**config.mk**
```make
export PLATFORM = sky130hd
export DESIGN_NAME = load_store_unit_flat
export DESIGN_NICKNAME = d
export VERILOG_FILES = /design/src/rtl/lsu_pkg.sv /design/src/rtl/load_store_unit_if.sv /design/src/rtl/lsu_align.sv /design/src/rtl/load_store_unit.sv /design/src/flat_wrapper.sv
export SDC_FILE = /design/constraint.sdc
export NUM_CORES = 1
export LEC_CHECK = 0
export BUFFER_PORTS_ARGS = -buffer_cell sky130_fd_sc_hd__clkbuf_2
export CAP_MARGIN = 20
export CORE_UTILIZATION = 40
export DETAILED_ROUTE_END_ITERATION = 8
export PLACE_DENSITY = 0.67
export RECOVER_POWER = 25
export SKIP_LAST_GASP = 1
export SLEW_MARGIN = 20
export SYNTH_ARGS = -nofsm -noshare
export SYNTH_HDL_FRONTEND = slang
export SYNTH_SLANG_ARGS = --single-unit
```
**constraint.sdc**
```tcl
create_clock -name clk -period 4.8 [get_ports clk]
set_input_delay 0.24 -clock clk [delete_from_list [all_inputs] [get_ports clk]]
set_output_delay 0.24 -clock clk [all_outputs]
set_load 0.01 [all_outputs]
```
**src/rtl/lsu_pkg.sv**
```systemverilog
// Shared types and constants for the load/store unit.
package lsu_pkg;

  localparam int unsigned XLEN       = 32;
  localparam int unsigned WORD_BYTES = 4;
  localparam int unsigned LANE_W     = $clog2(WORD_BYTES);

  typedef enum logic [1:0] {
    SZ_BYTE = 2'b00,
    SZ_HALF = 2'b01,
    SZ_WORD = 2'b10,
    SZ_ILL  = 2'b11
  } lsu_size_t;

  typedef enum logic [2:0] {
    IDLE  = 3'd0,
    LOAD  = 3'd1,
    MERGE = 3'd2,
    WRITE = 3'd3,
    ERR   = 3'd4,
    RESP  = 3'd5
  } lsu_state_t;

endpackage

```
**src/rtl/load_store_unit_if.sv**
```systemverilog
// Request/response handshake bundle between the execute stage and the LSU.
interface load_store_unit_if;
  import lsu_pkg::*;

  logic             req_valid;
  logic             req_ready;
  logic             req_write;
  lsu_size_t        req_size;
  logic             req_signed;
  logic [XLEN-1:0]  req_addr;
  logic [XLEN-1:0]  req_wdata;
  logic             resp_valid;
  logic             resp_ready;
  logic [XLEN-1:0]  resp_rdata;
  logic             resp_err;

  modport master (
    output req_valid, req_write, req_size, req_signed, req_addr, req_wdata, resp_ready,
    input  req_ready, resp_valid, resp_rdata, resp_err
  );

  modport slave (
    input  req_valid, req_write, req_size, req_signed, req_addr, req_wdata, resp_ready,
    output req_ready, resp_valid, resp_rdata, resp_err
  );

endinterface

```
**src/rtl/lsu_align.sv**
```systemverilog
// Lane arithmetic: load extraction/extension and sub-word store merge.
module lsu_align
  import lsu_pkg::*;
(
  input  logic [XLEN-1:0]   i_word,
  input  logic [LANE_W-1:0] i_lane,
  input  lsu_size_t         i_size,
  input  logic              i_signed,
  input  logic [XLEN-1:0]   i_wdata,
  output logic [XLEN-1:0]   o_load,
  output logic [XLEN-1:0]   o_merged
);

  logic [7:0]  w_byte;
  logic [15:0] w_half;

  assign w_byte = i_word[{i_lane, 3'b000} +: 8];
  assign w_half = i_word[{i_lane[1], 4'b0000} +: 16];

  always_comb begin
    o_load   = '0;
    o_merged = i_word;
    case (i_size)
      SZ_BYTE: begin
        o_load = {{24{i_signed & w_byte[7]}}, w_byte};
        o_merged[{i_lane, 3'b000} +: 8] = i_wdata[7:0];
      end
      SZ_HALF: begin
        o_load = {{16{i_signed & w_half[15]}}, w_half};
        o_merged[{i_lane[1], 4'b0000} +: 16] = i_wdata[15:0];
      end
      SZ_WORD: begin
        o_load   = i_word;
        o_merged = i_wdata;
      end
      default: ;
    endcase
  end

endmodule

```
**src/rtl/load_store_unit.sv**
```systemverilog
// Byte-addressed load/store front end for a single-port word memory.
// Errors are answered straight from ERR; sub-word stores read-modify-write.
module load_store_unit
  import lsu_pkg::*;
#(
  parameter int unsigned DEPTH = 32
) (
  input  logic             clk,
  input  logic             rst,
  load_store_unit_if.slave bus,
  output logic             mem_we,
  output logic [XLEN-1:0]  mem_addr,
  output logic [XLEN-1:0]  mem_wd,
  input  logic [XLEN-1:0]  mem_rd
);

  lsu_state_t        r_state, w_state_nxt;
  logic              r_req_ready, w_req_ready_nxt;
  logic              r_resp_valid, w_resp_valid_nxt;
  logic              r_resp_err, w_resp_err_nxt;
  logic [XLEN-1:0]   r_resp_rdata, w_resp_rdata_nxt;
  logic              r_mem_we, w_mem_we_nxt;
  logic [XLEN-1:0]   r_mem_addr, w_mem_addr_nxt;
  logic [XLEN-1:0]   r_word, w_word_nxt;
  lsu_size_t         r_size;
  logic [LANE_W-1:0] r_lane;
  logic              r_signed;

  logic              w_accept;
  logic              w_err;
  logic [XLEN-1:0]   w_idx;
  logic [XLEN-1:0]   w_load;
  logic [XLEN-1:0]   w_merged;

  assign w_accept = bus.req_valid && r_req_ready;
  assign w_idx    = XLEN'(bus.req_addr[XLEN-1:LANE_W]);
  assign w_err    = (bus.req_size == SZ_ILL)
                 || (bus.req_size == SZ_HALF && bus.req_addr[0])
                 || (bus.req_size == SZ_WORD && bus.req_addr[LANE_W-1:0] != '0)
                 || (w_idx >= XLEN'(DEPTH));

  lsu_align u_align (
    .i_word   (mem_rd),
    .i_lane   (r_lane),
    .i_size   (r_size),
    .i_signed (r_signed),
    .i_wdata  (r_word),
    .o_load   (w_load),
    .o_merged (w_merged)
  );

  // State register
  always_ff @(posedge clk) begin
    if (rst) r_state <= IDLE;
    else     r_state <= w_state_nxt;
  end

  // Next state and next values of every registered output
  always_comb begin
    w_state_nxt      = r_state;
    w_mem_addr_nxt   = r_mem_addr;
    w_word_nxt       = r_word;
    w_resp_rdata_nxt = r_resp_rdata;
    w_resp_err_nxt   = r_resp_err;
    case (r_state)
      IDLE: if (w_accept) begin
        w_mem_addr_nxt   = w_idx;
        w_word_nxt       = bus.req_wdata;
        w_resp_rdata_nxt = '0;
        w_resp_err_nxt   = w_err;
        if (w_err)                       w_state_nxt = ERR;
        else if (!bus.req_write)         w_state_nxt = LOAD;
        else if (bus.req_size == SZ_WORD) w_state_nxt = WRITE;
        else                             w_state_nxt = MERGE;
      end
      LOAD: begin
        w_resp_rdata_nxt = w_load;
        w_state_nxt      = RESP;
      end
      MERGE: begin
        w_word_nxt  = w_merged;
        w_state_nxt = WRITE;
      end
      WRITE: w_state_nxt = RESP;
      ERR:   w_state_nxt = bus.resp_ready ? IDLE : RESP;
      RESP:  if (bus.resp_ready) w_state_nxt = IDLE;
      default: w_state_nxt = IDLE;
    endcase
    if (w_state_nxt == IDLE) begin
      w_mem_addr_nxt   = '0;
      w_resp_rdata_nxt = '0;
      w_resp_err_nxt   = 1'b0;
    end
    w_req_ready_nxt  = (w_state_nxt == IDLE);
    w_mem_we_nxt     = (w_state_nxt == WRITE);
    w_resp_valid_nxt = (w_state_nxt == RESP) || (w_state_nxt == ERR);
  end

  // Output and datapath registers
  always_ff @(posedge clk) begin
    if (rst) begin
      r_req_ready  <= 1'b1;
      r_resp_valid <= 1'b0;
      r_resp_err   <= 1'b0;
      r_resp_rdata <= '0;
      r_mem_we     <= 1'b0;
      r_mem_addr   <= '0;
      r_word       <= '0;
      r_size       <= SZ_BYTE;
      r_lane       <= '0;
      r_signed     <= 1'b0;
    end else begin
      r_req_ready  <= w_req_ready_nxt;
      r_resp_valid <= w_resp_valid_nxt;
      r_resp_err   <= w_resp_err_nxt;
      r_resp_rdata <= w_resp_rdata_nxt;
      r_mem_we     <= w_mem_we_nxt;
      r_mem_addr   <= w_mem_addr_nxt;
      r_word       <= w_word_nxt;
      if (w_accept) begin
        r_size   <= bus.req_size;
        r_lane   <= bus.req_addr[LANE_W-1:0];
        r_signed <= bus.req_signed;
      end
    end
  end

  assign bus.req_ready  = r_req_ready;
  assign bus.resp_valid = r_resp_valid;
  assign bus.resp_err   = r_resp_err;
  assign bus.resp_rdata = r_resp_rdata;
  assign mem_we         = r_mem_we;
  assign mem_addr       = r_mem_addr;
  assign mem_wd         = r_word;

endmodule

```
**src/flat_wrapper.sv**
```systemverilog
// flat-port wrapper written by rule: the top's interface ports become plain ports
module load_store_unit_flat import lsu_pkg::*;
#(
  parameter int unsigned DEPTH = 32
)
  (clk, rst, mem_we, mem_addr, mem_wd, mem_rd, bus_req_valid, bus_req_write, bus_req_size, bus_req_signed, bus_req_addr, bus_req_wdata, bus_resp_ready, bus_req_ready, bus_resp_valid, bus_resp_rdata, bus_resp_err);
  load_store_unit_if bus_i ();
  input  logic clk;
  input  logic rst;
  output logic mem_we;
  output logic [XLEN-1:0] mem_addr;
  output logic [XLEN-1:0] mem_wd;
  input  logic [XLEN-1:0] mem_rd;
  input wire logic [$bits(bus_i.req_valid)-1:0] bus_req_valid;
  input wire logic [$bits(bus_i.req_write)-1:0] bus_req_write;
  input wire logic [$bits(bus_i.req_size)-1:0] bus_req_size;
  input wire logic [$bits(bus_i.req_signed)-1:0] bus_req_signed;
  input wire logic [$bits(bus_i.req_addr)-1:0] bus_req_addr;
  input wire logic [$bits(bus_i.req_wdata)-1:0] bus_req_wdata;
  input wire logic [$bits(bus_i.resp_ready)-1:0] bus_resp_ready;
  output wire logic [$bits(bus_i.req_ready)-1:0] bus_req_ready;
  output wire logic [$bits(bus_i.resp_valid)-1:0] bus_resp_valid;
  output wire logic [$bits(bus_i.resp_rdata)-1:0] bus_resp_rdata;
  output wire logic [$bits(bus_i.resp_err)-1:0] bus_resp_err;
  assign bus_i.req_valid = bus_req_valid;
  assign bus_i.req_write = bus_req_write;
  assign bus_i.req_size = bus_req_size;
  assign bus_i.req_signed = bus_req_signed;
  assign bus_i.req_addr = bus_req_addr;
  assign bus_i.req_wdata = bus_req_wdata;
  assign bus_i.resp_ready = bus_resp_ready;
  assign bus_req_ready = bus_i.req_ready;
  assign bus_resp_valid = bus_i.resp_valid;
  assign bus_resp_rdata = bus_i.resp_rdata;
  assign bus_resp_err = bus_i.resp_err;
  load_store_unit #(.DEPTH(DEPTH)) u_core (.clk(clk), .rst(rst), .bus(bus_i), .mem_we(mem_we), .mem_addr(mem_addr), .mem_wd(mem_wd), .mem_rd(mem_rd));
endmodule
```
==> Word level (Yosys, flattened, before mapping) <==
Cells that the tools add are included.
{ "totals": {"reg_bits": 106, "output_inout_bits": 100, "word_cells": 70} }
{ "op_classes": {"addsub": 2, "order_cmp": 1, "eq_ne": 15, "n_shift": 6, "n_mux": 15, "n_bitwise": 2, "reduce_logical": 18} }
{ "ops": {"columns": ["op", "n"], "rows": [
  ["one-hot mux 32 bit (3 select lines)", 2],
  ["one-hot mux 32 bit (2 select lines)", 2],
  ["bitwise mux 32 bit", 2],
  ["two-way mux 32 bit", 2],
  ["variable shift 16 x 7 -> 32 bit (first input constant)", 1],
  ["variable shift 8 x 7 -> 32 bit (first input constant)", 1],
  ["indexed part select 16 x 7 -> 32 bit", 1],
  ["indexed part select 32 x 6 -> 16 bit", 1],
  ["indexed part select 32 x 6 -> 8 bit", 1],
  ["indexed part select 8 x 7 -> 32 bit", 1],
  ["greater-or-equal comparator 30 x 6 -> 1 bit (second input constant)", 1],
  ["two-way mux 3 bit", 5],
  ["one-hot mux 3 bit (5 select lines)", 1],
  ["negator 5 -> 7 bit", 2],
  ["== test 3 bit (second input constant)", 4],
  ["== test 3 x 2 -> 1 bit (second input constant)", 3],
  ["== test 2 bit (second input constant)", 3],
  ["zero test 3 bit", 2],
  ["nonzero test 2 bit", 3],
  ["== test 2 x 1 -> 1 bit (second input constant)", 2],
  ["logical OR 1 bit", 4],
  ["AND reduction 2 bit", 2],
  ["OR reduction 2 bit", 2],
  ["== test 3 x 1 -> 1 bit (second input constant)", 1],
  ["7 further kinds", 10]
]} }

==> Longest topological paths before layout <==
Gate-level depths: netlist (run 1).
{ "depth": {"word_depth": 10, "mapped_depth": 9, "mapped_depth_nobuf": 7} }

==> Cells and area by module <==
Synthesis (run 1) repeated with hierarchy kept, for this count alone.
{ "unflattened": {"cells_unflattened": 804, "hier_area_um2": 6027.0} }
{ "modules_own_cells": {"columns": ["mod", "instances", "cells_per_inst", "area_each_um2", "seq_area_each_um2"], "rows": [
  ["load_store_unit", 1, 525, 4119.0, 2122.0],
  ["lsu_align", 1, 279, 1908.1, 0.0]
]} }

==> Least setup slack after synthesis (run 1) <==
Ideal clock, no wire load.
{ "synth_path": {"kind": "register -> register", "startpoint": "register u_core.r_lane[1]", "endpoint": "register u_core.r_word[0], in the netlist u_core.mem_wd[0]", "setup_ns": 0.066, "t_arrival_ns": 2.322, "required_time_ns": 4.734, "setup_slack_ns": 2.413, "stages_incl_launch_ff": 9, "period_less_slack_ns": 2.387, "path_cell_list": "dfxtp_1 > clkbuf_1 > clkinv_1 > ha_1 > nor2b_1 > a32oi_1 > o31ai_1 > a22oi_1 > nor2_1"} }
{ "synth_between": {"elab_chain_cells": 5} }
{ "synth_rtl": {"columns": ["element", "line", "rtl"], "rows": [
  ["start, declared", "load_store_unit.sv:26", "logic [LANE_W-1:0] r_lane;"],
  ["start signal, assigned", "load_store_unit.sv:122", "r_lane <= bus.req_addr[LANE_W-1:0];"],
  ["negator 5 -> 7 bit, on equally long branches", "lsu_align.sv:30, lsu_align.sv:26", null],
  ["indexed part select 16 x 7 -> 32 bit (tied with other cells)", "lsu_align.sv:30", "o_merged[{i_lane[1], 4'b0000} +: 16] = i_wdata[15:0];"],
  ["bitwise mux 32 bit, on equally long branches", "lsu_align.sv:30, lsu_align.sv:26", null],
  ["one-hot mux 32 bit (3 select lines) *", "lsu_align.sv:23", "case (i_size)"],
  ["one-hot mux 32 bit (2 select lines) *", "load_store_unit.sv:65", "case (r_state)"],
  ["end signal, assigned", "load_store_unit.sv:119", "r_word <= w_word_nxt;"],
  ["end, declared", "load_store_unit.sv:24", "logic [XLEN-1:0] r_word, w_word_nxt;"]
]} }
Mark *: on every way between the ends. The rest lies on a longest branch, timed or not.
A chain may end at the register's enable or synchronous reset.

==> Worst setup path after layout (run 1) <==
{ "layout_path": {"startpoint": "register u_core.r_size[0]", "endpoint": "register u_core.r_word[11], in the netlist u_core.mem_wd[11]"} }
{ "layout_between": {"elab_chain_cells": 3} }
{ "layout_rtl": {"columns": ["element", "line", "rtl"], "rows": [
  ["start, declared", "load_store_unit.sv:25", "lsu_size_t r_size;"],
  ["start signal, assigned", "load_store_unit.sv:121", "r_size <= bus.req_size;"],
  ["== test 2 bit (tied with other cells)", "lsu_align.sv:23", null],
  ["one-hot mux 32 bit (3 select lines) / != test 2 bit (equally long branches)", null, null],
  ["one-hot mux 32 bit (2 select lines) / AND reduction 3 bit (equally long branches)", null, null]
]} }
Parallel ways exist; a longest one is shown, timed or not.

==> impl_metrics.prom, run 1 <==
# TYPE chip_impl_metric gauge
chip_impl_metric{name="route.detailed.wl_per_inst",unit="um"} 18.5
chip_impl_metric{name="reg2reg_setup_slack",unit="ns"} 1.90
chip_impl_metric{name="worst_endpoint_data_arrival_time",unit="ns"} 3.14
chip_impl_metric{name="synth.cell_area",unit="sq um"} 5590
chip_impl_metric{name="syn-instance-count",unit=""} 662
chip_impl_metric{name="cts.clk_slew.worst_paths",unit="ns"} 0.07
chip_impl_metric{name="htreeDepth",unit=""} 3
chip_impl_metric{name="cts_num_sinks",unit=""} 106
chip_impl_metric{name="area_growth",unit="%"} 22.4
chip_impl_metric{name="cts_post_setup_buffers_inserted",unit=""} 0
chip_impl_metric{name="synth_seq_area_share",unit=""} 0.380
chip_impl_metric{name="ctsLongestPathBuffers",unit=""} 2
chip_impl_info{name="cp_top_family",value="flip-flops"} 1
chip_impl_metric{name="ant_nets",unit=""} 0
chip_impl_metric{name="worstPathBufferInverterCount",unit=""} 2
chip_impl_metric{name="floorplan.core_area",unit="sq um"} 13500
chip_impl_metric{name="ys_async_sr_fraction",unit=""} 0
chip_impl_metric{name="max_stage_delay",unit="ns"} 1.01
chip_impl_metric{name="numCtsBuffers",unit=""} 9
chip_impl_metric{name="fin_util",unit=""} 0.509
chip_impl_metric{name="synth-edff-count",unit=""} 0
chip_impl_info{name="critical_setup_path_class",value="flop to flop"} 1
chip_impl_info{name="cp_common_cell",value="buf_4"} 1
chip_impl_metric{name="route.detailed.drc",unit=""} 0
chip_impl_metric{name="pwr_density_cell",unit="nW/um^2"} 392
chip_impl_metric{name="maximum_number_of_pins_on_one_net_before_global_route_repair",unit=""} 67
chip_impl_info{name="dominant_cells_by_area_after_synthesis",value="dfxtp_1 (38%), a21oi_1 (10%), mux2i_1 (6.3%)"} 1
chip_impl_metric{name="post-route-cell-area",unit="sq um"} 6840
chip_impl_metric{name="drtIter0Drc",unit=""} 581
chip_impl_metric{name="drt-vias-per-instance",unit=""} 5.83
chip_impl_metric{name="cap_viol_max_count",unit=""} 0
chip_impl_metric{name="gr-total-overflow",unit=""} 0
chip_impl_info{name="crit_path_cell_trace",value="nor2b_1 -> buf_4 -> o2bb2ai_2 -> buf_4 -> o31ai_2 -> nand2_1 -> a21oi_1"} 1
chip_impl_info{name="root_buffer",value="clkbuf_16"} 1
chip_impl_metric{name="max_slew_margin",unit=""} 0.307
chip_impl_metric{name="fraction_of_layout_cells_with_a_size_suffix_above_1",unit=""} 0.249
chip_impl_info{name="critical_path.startpoint_type",value="flop"} 1
chip_impl_metric{name="yosys_warnings",unit=""} 0
chip_impl_metric{name="dieWidth",unit="um"} 120
chip_impl_metric{name="cp_required",unit="ns"} 5.03
chip_impl_info{name="clock_tree_from_tritoncts",value="built"} 1
chip_impl_info{name="cp-end-kind",value="flop"} 1
chip_impl_metric{name="final_min_period_over_clock_period",unit=""} 0.605
chip_impl_metric{name="global_route_wire_length_before_repair",unit="um"} 28700
chip_impl_metric{name="final-setup-viol-count",unit=""} 0
chip_impl_metric{name="sequential_cell_area",unit="sq um"} 2120
chip_impl_metric{name="timing.critical_path.fanout_max",unit=""} 28
chip_impl_metric{name="post-dp-hpwl",unit="um"} 13400
chip_impl_metric{name="peakVddDrop",unit="mV"} 0.248
chip_impl_metric{name="worstMarginPinSlew",unit="ns"} 1.04
chip_impl_info{name="synth-main-ff-cell",value="dfxtp_1"} 1
chip_impl_metric{name="post-synth-top-area-fraction",unit=""} 0.380
chip_impl_metric{name="grt_util_all_layers",unit=""} 0.255
chip_impl_metric{name="floorplan.die.height",unit="um"} 120
chip_impl_info{name="critical-path-slowest-cell",value="dfxtp_1"} 1
chip_impl_metric{name="first_global_vias",unit=""} 5291
chip_impl_metric{name="first_pass_iters",unit=""} 5
chip_impl_metric{name="hold_ws",unit="ns"} 0.105
chip_impl_metric{name="multi_input_comb_area",unit="sq um"} 3100
chip_impl_metric{name="die-area",unit="sq um"} 14500
chip_impl_metric{name="io_buffers",unit=""} 201
chip_impl_metric{name="via_count",unit=""} 5843
chip_impl_metric{name="ys_seq_elements",unit=""} 106
chip_impl_metric{name="fin_skew",unit="ns"} 0.00810
chip_impl_metric{name="total_detailed_routing_wirelength",unit="um"} 18600
chip_impl_metric{name="clk_latency",unit="ns"} 0.36
chip_impl_info{name="holdCritPathClass",value="input port to flop"} 1
chip_impl_metric{name="row_count",unit=""} 42
chip_impl_metric{name="synth_area_per_cell",unit="sq um"} 8.44
chip_impl_metric{name="finalCriticalPeriod",unit="ns"} 2.90
chip_impl_metric{name="antenna_cells_inserted",unit=""} 0
chip_impl_info{name="status",value="finished clean"} 1
chip_impl_metric{name="design.final.nets",unit=""} 930
chip_impl_metric{name="initial_utilization",unit=""} 0.416
chip_impl_metric{name="max_clock_freq",unit="GHz"} 0.345
chip_impl_metric{name="final-max-slew-violation-count",unit=""} 0
chip_impl_metric{name="boundaryPins",unit=""} 204
chip_impl_metric{name="placed_cell_area",unit="sq um"} 6610
chip_impl_metric{name="final-hold-violation-count",unit=""} 0
chip_impl_info{name="synth.largest_area_cell",value="dfxtp_1"} 1
chip_impl_metric{name="power.static_leakage",unit="nW"} 2.63
chip_impl_metric{name="number_of_antenna_violations_at_the_first_check_in_global_routing",unit=""} 0
chip_impl_metric{name="hold_buffers",unit=""} 0
chip_impl_metric{name="fillCellCount",unit=""} 1400
chip_impl_metric{name="finalSetupTns",unit="ns"} 0
chip_impl_metric{name="ctsResizeCount",unit=""} 0
chip_impl_metric{name="post_synth_num_cell_types",unit=""} 52
chip_impl_metric{name="gp_congestion",unit=""} 0.852
chip_impl_info{name="rsz0062_at_grt",value="no"} 1
## metrics by stage
stage | total power [W] | worst slack [ns] | cells
after CTS | 0.00270 | 1.82 | 1002
after detailed placement | 0.00196 | 1.84 | 986
after global routing | 0.00282 | 1.62 | 1002
after global placement | 0.00195 | 1.90 | 986
after floorplan | 0.00169 | 2.41 | 663
final | 0.00268 | 1.90 | 1002
## power breakdown
group,switching [W],internal [W]
Sequential,0.0000909,0.000979
Clock,0.000364,0.000378
Combinational,0.000550,0.000318
Total,0.00101,0.00167
## cells by family after synthesis
logic type / Yosys count / synth area share
AO/OA/AOI/OAI: 281 / 0.330
adder cells (fa/ha/maj): 5 / 0.0112
buffers and inverters: 84 / 0.0716
flip-flops: 106 / 0.380
multiplexers: 45 / 0.0848
other: 1 / 0.000671
AND/OR/NAND/NOR: 140 / 0.122
## final timing paths
kind         cells past startpoint                      startpoint                             end
max                              7   u_core.r_size[0]$_SDFFE_PP0P_  u_core.mem_wd[11]$_SDFFE_PP0P_
min                              3                  bus_req_signed    u_core.r_signed$_SDFFE_PP0P_
max reg2reg                      7   u_core.r_size[0]$_SDFFE_PP0P_  u_core.mem_wd[11]$_SDFFE_PP0P_
min reg2reg                      2  u_core.mem_wd[23]$_SDFFE_PP0P_  u_core.mem_wd[23]$_SDFFE_PP0P_
## metal layers
layer  vias up  GRT usage  part of all wire
met3        29     0.0547             0.091
met4         0      0.101             0.023
met5         -          0                 0
met2       298      0.373              0.43
li1       2786          -                 -
met1      2730      0.362              0.45
## final cells by class
type / count / share of cell area
clock buffers: 10 / 0.0349
well taps: 176 / 0.0322
multi-input cells: 473 / 0.453
repair buffers: 212 / 0.152
clock inverters: 6 / 0.00786
flip-flops and latches: 106 / 0.310
inverters: 19 / 0.0104
## cells in the final DEF, fill, tap and decap left out, types with 5 or more instances in the layout
master / Yosys / layout
clkbuf_1: 32 / 51
nand2b_1: 6 / 6
mux2i_1: 35 / 35
o31ai_1: 13 / 13
o311ai_0: 8 / 8
a21oi_2: 5 / 5
inv_1: 18 / 18
a22o_1: 7 / 7
nor2_1: 23 / 23
ha_1: 5 / 5
o221ai_1: 7 / 7
a32oi_1: 9 / 9
buf_4: 3 / 10
o21ai_0: 32 / 31
nor4_1: 7 / 7
clkbuf_16: 0 / 9
dfxtp_1: 106 / 106
mux2_2: 9 / 9
a22oi_1: 41 / 41
o211ai_1: 19 / 19
a21oi_1: 117 / 117
nor2b_1: 16 / 16
nand2_1: 62 / 62
a221o_1: 15 / 15
clkbuf_2: 1 / 150
## cells in the mapped netlist (3+ instances only)
cell,count
a21oi_1,117
dfxtp_1,106
nand2_1,62
a22oi_1,41
mux2i_1,35
clkbuf_1,32
o21ai_0,32
nor2_1,23
o211ai_1,19
inv_1,18
buf_2,16
nor2b_1,16
a221o_1,15
o31ai_1,13
a32oi_1,9
mux2_2,9
o311ai_0,8
a22o_1,7
buf_6,7
nor4_1,7
o221ai_1,7
buf_1,6
nand2b_1,6
a21oi_2,5
ha_1,5
nand3_1,4
and3_1,3
buf_4,3
nor3_1,3
## flip-flops by register name, summed over array words and instances, names as in the netlist, 2 cells and up
signal                 cells
u_core.bus.resp_rdata     32
u_core.mem_wd             32
u_core.mem_addr           30
u_core.r_state             3
u_core.r_lane              2
u_core.r_size              2
## tightest hold or removal path, stage by stage
cell      delay [ns]
clkbuf_2        0.08
nand2_1         0.05
a21oi_1         0.05
Power figures use the tool's default switching activity.
==> run 2: changes to the inputs <==
- clock period: 4.8 -> 3 ns (I/O delays scaled with it)
==> run 2 against run 1 <==
  * Global-route usage is 0.25 points lower
  * Critical path depth is 1 lower
  * Count of clock-buffer cells in the layout is 1 lower
  * Via count is 2.6% lower
  * Sequential cell count stayed put
  * Clock power is 52% higher
  * Sequential share of layout area is 0.38 points lower
  * Setup slack worse by 1.1 ns
  * Register-to-register slack worse by 1.1 ns
  * Critical endpoint is now u_core.bus.resp_rdata[18]$_SDFFE_PP0P_
  * Largest cell class unchanged
  * Largest power group unchanged
==> impl_metrics.prom, run 2 (same netlist as run 1, synthesis figures left out) <==
# TYPE chip_impl_metric gauge
chip_impl_metric{name="portion_of_total_power_attributed_to_the_clock_network",unit=""} 0.267
chip_impl_metric{name="io_buffers",unit=""} 201
chip_impl_info{name="root_buffer",value="clkbuf_16"} 1
chip_impl_metric{name="floorplan.die.height",unit="um"} 120
chip_impl_metric{name="combPwrFrac",unit=""} 0.334
chip_impl_metric{name="drtIter0Drc",unit=""} 528
chip_impl_metric{name="p_int",unit="W"} 0.00267
chip_impl_metric{name="number_of_antenna_violations_at_the_first_check_in_global_routing",unit=""} 0
chip_impl_info{name="timing.hold.worst.start",value="bus_req_addr[1]"} 1
chip_impl_metric{name="reg2reg_setup_slack",unit="ns"} 0.81
chip_impl_metric{name="finalCriticalPeriod",unit="ns"} 2.19
chip_impl_info{name="worstReg2RegStart",value="u_core.r_state[0]$_SDFF_PP0_"} 1
chip_impl_info{name="layout.cells.most_common_list",value="clkbuf_2 (152), a21oi_1 (117), dfxtp_1 (106)"} 1
chip_impl_metric{name="boundaryPins",unit=""} 204
chip_impl_metric{name="fin_util",unit=""} 0.515
chip_impl_metric{name="ctsResizeCount",unit=""} 0
chip_impl_metric{name="timing.critical_path.fanout_max",unit=""} 25
chip_impl_info{name="r2r_end",value="u_core.bus.resp_rdata[18]$_SDFFE_PP0P_"} 1
chip_impl_metric{name="fin_skew",unit="ns"} 0.00900
chip_impl_info{name="cp-end-kind",value="flop"} 1
chip_impl_metric{name="via_count",unit=""} 5690
chip_impl_info{name="rsz0062_at_grt",value="no"} 1
chip_impl_metric{name="finalSetupTns",unit="ns"} 0
chip_impl_metric{name="final-hold-violation-count",unit=""} 0
chip_impl_metric{name="total_detailed_routing_wirelength",unit="um"} 18300
chip_impl_metric{name="final_min_period_over_clock_period",unit=""} 0.728
chip_impl_metric{name="floorplan.core_area",unit="sq um"} 13500
chip_impl_metric{name="power.sequential.fraction",unit=""} 0.400
chip_impl_metric{name="worst_endpoint_data_arrival_time",unit="ns"} 2.47
chip_impl_metric{name="fraction_of_layout_cells_with_a_size_suffix_above_1",unit=""} 0.261
chip_impl_metric{name="worstMarginPinSlew",unit="ns"} 0.852
chip_impl_metric{name="final-setup-viol-count",unit=""} 0
chip_impl_metric{name="cp_required",unit="ns"} 3.29
chip_impl_metric{name="p_sw",unit="W"} 0.00158
chip_impl_metric{name="max_slew_margin",unit=""} 0.432
chip_impl_info{name="final_common_cell",value="clkbuf_2"} 1
chip_impl_metric{name="design.final.nets",unit=""} 945
chip_impl_metric{name="clk_latency",unit="ns"} 0.36
chip_impl_metric{name="first_global_vias",unit=""} 5221
chip_impl_metric{name="gp_congestion",unit=""} 0.882
chip_impl_metric{name="netSwitchingFraction",unit=""} 0.372
chip_impl_info{name="hold-path-endpoint",value="u_core.r_lane[1]$_SDFFE_PP0P_"} 1
chip_impl_metric{name="max_clock_freq",unit="GHz"} 0.458
chip_impl_metric{name="cts.clk_slew.worst_paths",unit="ns"} 0.07
chip_impl_metric{name="global_route_wire_length_before_repair",unit="um"} 28200
chip_impl_metric{name="htreeDepth",unit=""} 3
chip_impl_info{name="clock_tree_from_tritoncts",value="built"} 1
chip_impl_metric{name="drt-vias-per-instance",unit=""} 5.60
chip_impl_metric{name="row_count",unit=""} 42
chip_impl_metric{name="final_cells",unit=""} 1016
chip_impl_info{name="holdCritPathClass",value="input port to flop"} 1
chip_impl_metric{name="dp.cells",unit=""} 1000
chip_impl_metric{name="first_pass_iters",unit=""} 5
chip_impl_metric{name="cap_viol_max_count",unit=""} 0
chip_impl_metric{name="ctsLongestPathBuffers",unit=""} 2
chip_impl_metric{name="route.detailed.wl_per_inst",unit="um"} 18.0
chip_impl_metric{name="worst_hold_path.num_cells",unit=""} 3
chip_impl_metric{name="grt_util_all_layers",unit=""} 0.252
chip_impl_metric{name="numCtsBuffers",unit=""} 9
chip_impl_metric{name="pwr_density_cell",unit="nW/um^2"} 613
chip_impl_metric{name="antenna_cells_inserted",unit=""} 0
chip_impl_metric{name="maximum_number_of_pins_on_one_net_before_global_route_repair",unit=""} 38
chip_impl_metric{name="area_growth",unit="%"} 23.9
chip_impl_metric{name="layout_setup_ws",unit="ns"} 0.815
chip_impl_metric{name="cts_post_setup_buffers_inserted",unit=""} 0
chip_impl_metric{name="final-max-slew-violation-count",unit=""} 0
chip_impl_metric{name="r2r.worst_path.cells",unit=""} 6
chip_impl_metric{name="power.static_leakage",unit="nW"} 2.68
chip_impl_info{name="critical_setup_path_class",value="flop to flop"} 1
chip_impl_info{name="critical_path.startpoint_type",value="flop"} 1
chip_impl_metric{name="dieWidth",unit="um"} 120
chip_impl_metric{name="initial_utilization",unit=""} 0.416
chip_impl_metric{name="post-dp-hpwl",unit="um"} 13500
chip_impl_metric{name="post-place-ws",unit="ns"} 0.694
chip_impl_metric{name="cts_num_sinks",unit=""} 106
chip_impl_metric{name="peakVddDrop",unit="mV"} 0.361
chip_impl_metric{name="die-area",unit="sq um"} 14500
chip_impl_metric{name="route.detailed.drc",unit=""} 0
chip_impl_metric{name="gr-total-overflow",unit=""} 0
chip_impl_metric{name="ant_nets",unit=""} 0
chip_impl_info{name="status",value="finished clean"} 1
run 2: layout make-up:
class	instances	area, sq um
Fill cell	1384	6530
Clock buffer	9	225
Tap cell	176	220
Inverter	19	71.3
Timing Repair Buffer	227	1140
Sequential cell	106	2120
Multi-Input combinational cell	473	3100
Clock inverter	6	50.0
run 2: power groups by stage:
stage               logic, W  clock network, W  registers, W
floorplan           0.000946                 0       0.00175
global placement     0.00142                 0       0.00173
detailed placement   0.00143                 0       0.00173
CTS                  0.00143           0.00115       0.00170
global route         0.00156           0.00120       0.00172
finish               0.00142           0.00113       0.00170
run 2: routing by layer:
| metal | GRT usage | routed length (um) | share of wire |
|---|---|---|---|
| met1 | 0.346 | 8340 | 0.46 |
| met2 | 0.382 | 7870 | 0.43 |
| met3 | 0.0665 | 1720 | 0.094 |
| met4 | 0.0880 | 337 | 0.018 |
| met5 | 0 | 0 | 0 |
run 2: per-stage QoR:
step                hold WS, ns  power, W  cell area [sq um]
CTS                      0.0258   0.00428               6990
global placement          0.378   0.00315               6710
detailed placement        0.383   0.00315               6710
global route             0.0443   0.00447               6930
finish                   0.0292   0.00425               6930
floorplan                 0.286   0.00270               5590
run 2: timing repair:
| action | 4_1_cts | 5_1_grt |
|---|---|---|
| hold buffers | 1 | 0 |
| hold endpoints to repair | 1 | 0 |
| endpoints found under the setup margin | 0 | 0 |
run 2: critical path, cell delays in order (launching register included):
cell,delay [ns]
dfxtp_1,0.38
nor3_2,0.43
nand3_1,0.13
nor4_1,0.40
o21ai_4,0.28
buf_4,0.31
a21oi_1,0.16
run 2: worst max path at each step:
stage,startpoint,to,slack [ns],cells after the start
2_1_floorplan,u_core.r_lane[1]$_SDFFE_PP0P_,u_core.mem_wd[0]$_SDFFE_PP0P_,0.61,8
3_3_place_gp,bus_req_addr[11],u_core.bus.resp_rdata[2]$_SDFFE_PP0P_,0.81,7
3_5_place_dp,bus_req_addr[11],u_core.bus.resp_rdata[3]$_SDFFE_PP0P_,0.69,7
4_1_cts,u_core.r_lane[1]$_SDFFE_PP0P_,u_core.mem_wd[18]$_SDFFE_PP0P_,0.83,7
5_1_grt,u_core.r_lane[1]$_SDFFE_PP0P_,u_core.mem_wd[18]$_SDFFE_PP0P_,0.59,7
6_report,u_core.r_state[0]$_SDFF_PP0_,u_core.bus.resp_rdata[18]$_SDFFE_PP0P_,0.81,6
==> run 3: changes to the inputs <==
- clock period: 3 -> 2.21 ns (I/O delays scaled with it)
==> run 3 against run 2 <==
  * First-iteration DRC count up 1.9%
  * Critical path depth increased by 2
  * Non-clock buffer count grew 16
  * Sequential cell count is the same
  * Register-to-register slack lost 0.69 ns
  * Die area unchanged
  * Global-route usage down 0.65 points
  * Sequential share of layout area shrank 1.1 points
  * Power increased by 43%
  * Clock power is 49% higher
  * Combinational power up 46%
  * Highest routed layer unchanged
==> impl_metrics.prom, run 3 (same netlist as run 1, synthesis figures left out) <==
# TYPE chip_impl_metric gauge
chip_impl_metric{name="post-dp-hpwl",unit="um"} 13600
chip_impl_metric{name="io_buffers",unit=""} 201
chip_impl_info{name="critical_path.startpoint_type",value="input port"} 1
chip_impl_info{name="r2r_end",value="u_core.mem_wd[18]$_SDFFE_PP0P_"} 1
chip_impl_metric{name="final-max-slew-violation-count",unit=""} 0
chip_impl_metric{name="cts_num_sinks",unit=""} 106
chip_impl_metric{name="sequential_cell_area",unit="sq um"} 2120
chip_impl_metric{name="clk_latency",unit="ns"} 0.36
chip_impl_metric{name="cts.clk_slew.worst_paths",unit="ns"} 0.07
chip_impl_metric{name="finalSetupTns",unit="ns"} 0
chip_impl_info{name="status",value="finished clean"} 1
chip_impl_metric{name="area_growth",unit="%"} 28.4
chip_impl_info{name="holdCritPathClass",value="input port to flop"} 1
chip_impl_info{name="worstReg2RegStart",value="u_core.r_lane[1]$_SDFFE_PP0P_"} 1
chip_impl_metric{name="first_global_vias",unit=""} 5200
chip_impl_metric{name="final-hold-violation-count",unit=""} 0
chip_impl_metric{name="antenna_cells_inserted",unit=""} 0
chip_impl_info{name="clock_tree_from_tritoncts",value="built"} 1
chip_impl_metric{name="numCtsBuffers",unit=""} 9
chip_impl_metric{name="final_min_period_over_clock_period",unit=""} 0.949
chip_impl_metric{name="reg2reg_setup_slack",unit="ns"} 0.12
chip_impl_metric{name="cts_post_setup_buffers_inserted",unit=""} 0
chip_impl_info{name="root_buffer",value="clkbuf_16"} 1
chip_impl_info{name="layout.cells.most_common_list",value="clkbuf_2 (150), a21oi_1 (117), dfxtp_1 (106)"} 1
chip_impl_metric{name="grt_util_all_layers",unit=""} 0.246
chip_impl_metric{name="drtIter0Drc",unit=""} 538
chip_impl_metric{name="via_count",unit=""} 5844
chip_impl_metric{name="fraction_of_layout_cells_with_a_size_suffix_above_1",unit=""} 0.278
chip_impl_metric{name="design.final.nets",unit=""} 961
chip_impl_metric{name="route.detailed.wl_per_inst",unit="um"} 17.7
chip_impl_metric{name="floorplan.die.height",unit="um"} 120
chip_impl_metric{name="fillCellCount",unit=""} 1385
chip_impl_metric{name="total_detailed_routing_wirelength",unit="um"} 18200
chip_impl_metric{name="ant_nets",unit=""} 0
chip_impl_metric{name="max_clock_freq",unit="GHz"} 0.477
chip_impl_metric{name="first_pass_iters",unit=""} 5
chip_impl_metric{name="power.static_leakage",unit="nW"} 2.81
chip_impl_metric{name="placed_cell_area",unit="sq um"} 6890
chip_impl_metric{name="pwr_density_cell",unit="nW/um^2"} 845
chip_impl_info{name="cp-end-kind",value="flop"} 1
chip_impl_metric{name="boundaryPins",unit=""} 204
chip_impl_metric{name="floorplan.core_area",unit="sq um"} 13500
chip_impl_metric{name="gr-total-overflow",unit=""} 0
chip_impl_metric{name="multi_input_comb_area",unit="sq um"} 3120
chip_impl_metric{name="number_of_antenna_violations_at_the_first_check_in_global_routing",unit=""} 0
chip_impl_metric{name="initial_utilization",unit=""} 0.416
chip_impl_info{name="final_common_cell",value="clkbuf_2"} 1
chip_impl_metric{name="route.detailed.drc",unit=""} 0
chip_impl_metric{name="max_slew_margin",unit=""} 0.576
chip_impl_metric{name="finalCriticalPeriod",unit="ns"} 2.10
chip_impl_metric{name="worst_endpoint_data_arrival_time",unit="ns"} 2.34
chip_impl_metric{name="worstMarginPinSlew",unit="ns"} 0.634
chip_impl_metric{name="cap_viol_max_count",unit=""} 0
chip_impl_metric{name="global_route_wire_length_before_repair",unit="um"} 27700
chip_impl_metric{name="die-area",unit="sq um"} 14500
chip_impl_metric{name="ctsLongestPathBuffers",unit=""} 2
chip_impl_info{name="critical_path.endpoint",value="u_core.bus.resp_rdata[26]$_SDFFE_PP0P_"} 1
chip_impl_metric{name="fin_skew",unit="ns"} 0.00611
chip_impl_metric{name="htreeDepth",unit=""} 3
chip_impl_metric{name="gp_congestion",unit=""} 0.867
chip_impl_metric{name="r2r.worst_path.cells",unit=""} 7
chip_impl_metric{name="post-route-cell-area",unit="sq um"} 7180
chip_impl_metric{name="drt-vias-per-instance",unit=""} 5.66
chip_impl_metric{name="peakVddDrop",unit="mV"} 0.547
chip_impl_metric{name="maximum_number_of_pins_on_one_net_before_global_route_repair",unit=""} 36
chip_impl_metric{name="dieWidth",unit="um"} 120
chip_impl_info{name="critical_setup_path_class",value="input port to flop"} 1
chip_impl_info{name="rsz0062_at_grt",value="no"} 1
chip_impl_metric{name="row_count",unit=""} 42
chip_impl_info{name="cp-startpoint",value="bus_req_addr[0]"} 1
chip_impl_metric{name="cp_required",unit="ns"} 2.45
chip_impl_metric{name="final-setup-viol-count",unit=""} 0
chip_impl_metric{name="timing.critical_path.fanout_max",unit=""} 32
run 3: how the worst min path moves through the flow:
| stage | start | to | slack [ns] | cells past startpoint |
|---|---|---|---|---|
| detailed placement | bus_req_signed | u_core.r_signed$_SDFFE_PP0P_ | 0.36 | 3 |
| CTS | bus_req_addr[1] | u_core.r_lane[1]$_SDFFE_PP0P_ | 0.003 | 3 |
| global placement | bus_req_signed | u_core.r_signed$_SDFFE_PP0P_ | 0.34 | 3 |
| floorplan | bus_req_signed | u_core.r_signed$_SDFFE_PP0P_ | 0.25 | 2 |
| finish | bus_req_addr[3] | u_core.mem_addr[1]$_SDFFE_PP0P_ | 0.02 | 3 |
| global route | bus_req_addr[1] | u_core.r_lane[1]$_SDFFE_PP0P_ | 0.02 | 3 |
run 3: critical path: stages:
cell and delay (ns):
dlygate4sd3_1 0.54, clkbuf_2 0.13, a21oi_1 0.20, o211ai_1 0.17, or3_4 0.47, a221oi_4 0.37, buf_12 0.24, a21oi_1 0.09
run 3: layout make-up:
type / count / share of cell area
Clock inverter: 6 / 0.0101
Multi-Input combinational cell: 473 / 0.434
Sequential cell: 106 / 0.296
Timing Repair Buffer: 243 / 0.186
Tap cell: 176 / 0.0307
Inverter: 19 / 0.0101
Clock buffer: 10 / 0.0333
run 3: where the power goes:
group          total [W]  switching (W)  internal (W)
sequential       0.00231       0.000179       0.00213
combinational    0.00208        0.00124      0.000834
clock            0.00168       0.000762      0.000922
run 3: routing by layer:
layer / GRT usage / wire, um / vias up / part of all wire
met3: 0.0566 / 1620 / 23 / 0.089
met5: 0 / 0 / - / 0
met1: 0.354 / 8390 / 2687 / 0.46
met2: 0.368 / 7970 / 284 / 0.44
met4: 0.0625 / 259 / 0 / 0.014
li1: - / - / 2850 / -
run 3: stage by stage:
stage | setup slack (ns) | hold WS [ns] | total power, W | utilization | std cells
finish | 0.113 | 0.0171 | 0.00607 | 0.533 | 1033
floorplan | 0.146 | 0.246 | 0.00367 | - | 663
detailed placement | 0.00763 | 0.362 | 0.00441 | 0.512 | 1015
global route | 0.0302 | 0.0197 | 0.00637 | 0.533 | 1033
global placement | 0.0747 | 0.342 | 0.00440 | 0.512 | 1015
CTS | 0.0808 | 0.00279 | 0.00609 | 0.537 | 1033
run 3: repair_timing:
action	4_1_cts	5_1_grt
hold buffers	2	0
endpoints found under the hold margin	2	0
resized for setup	0	4
endpoints found under the setup margin	0	28
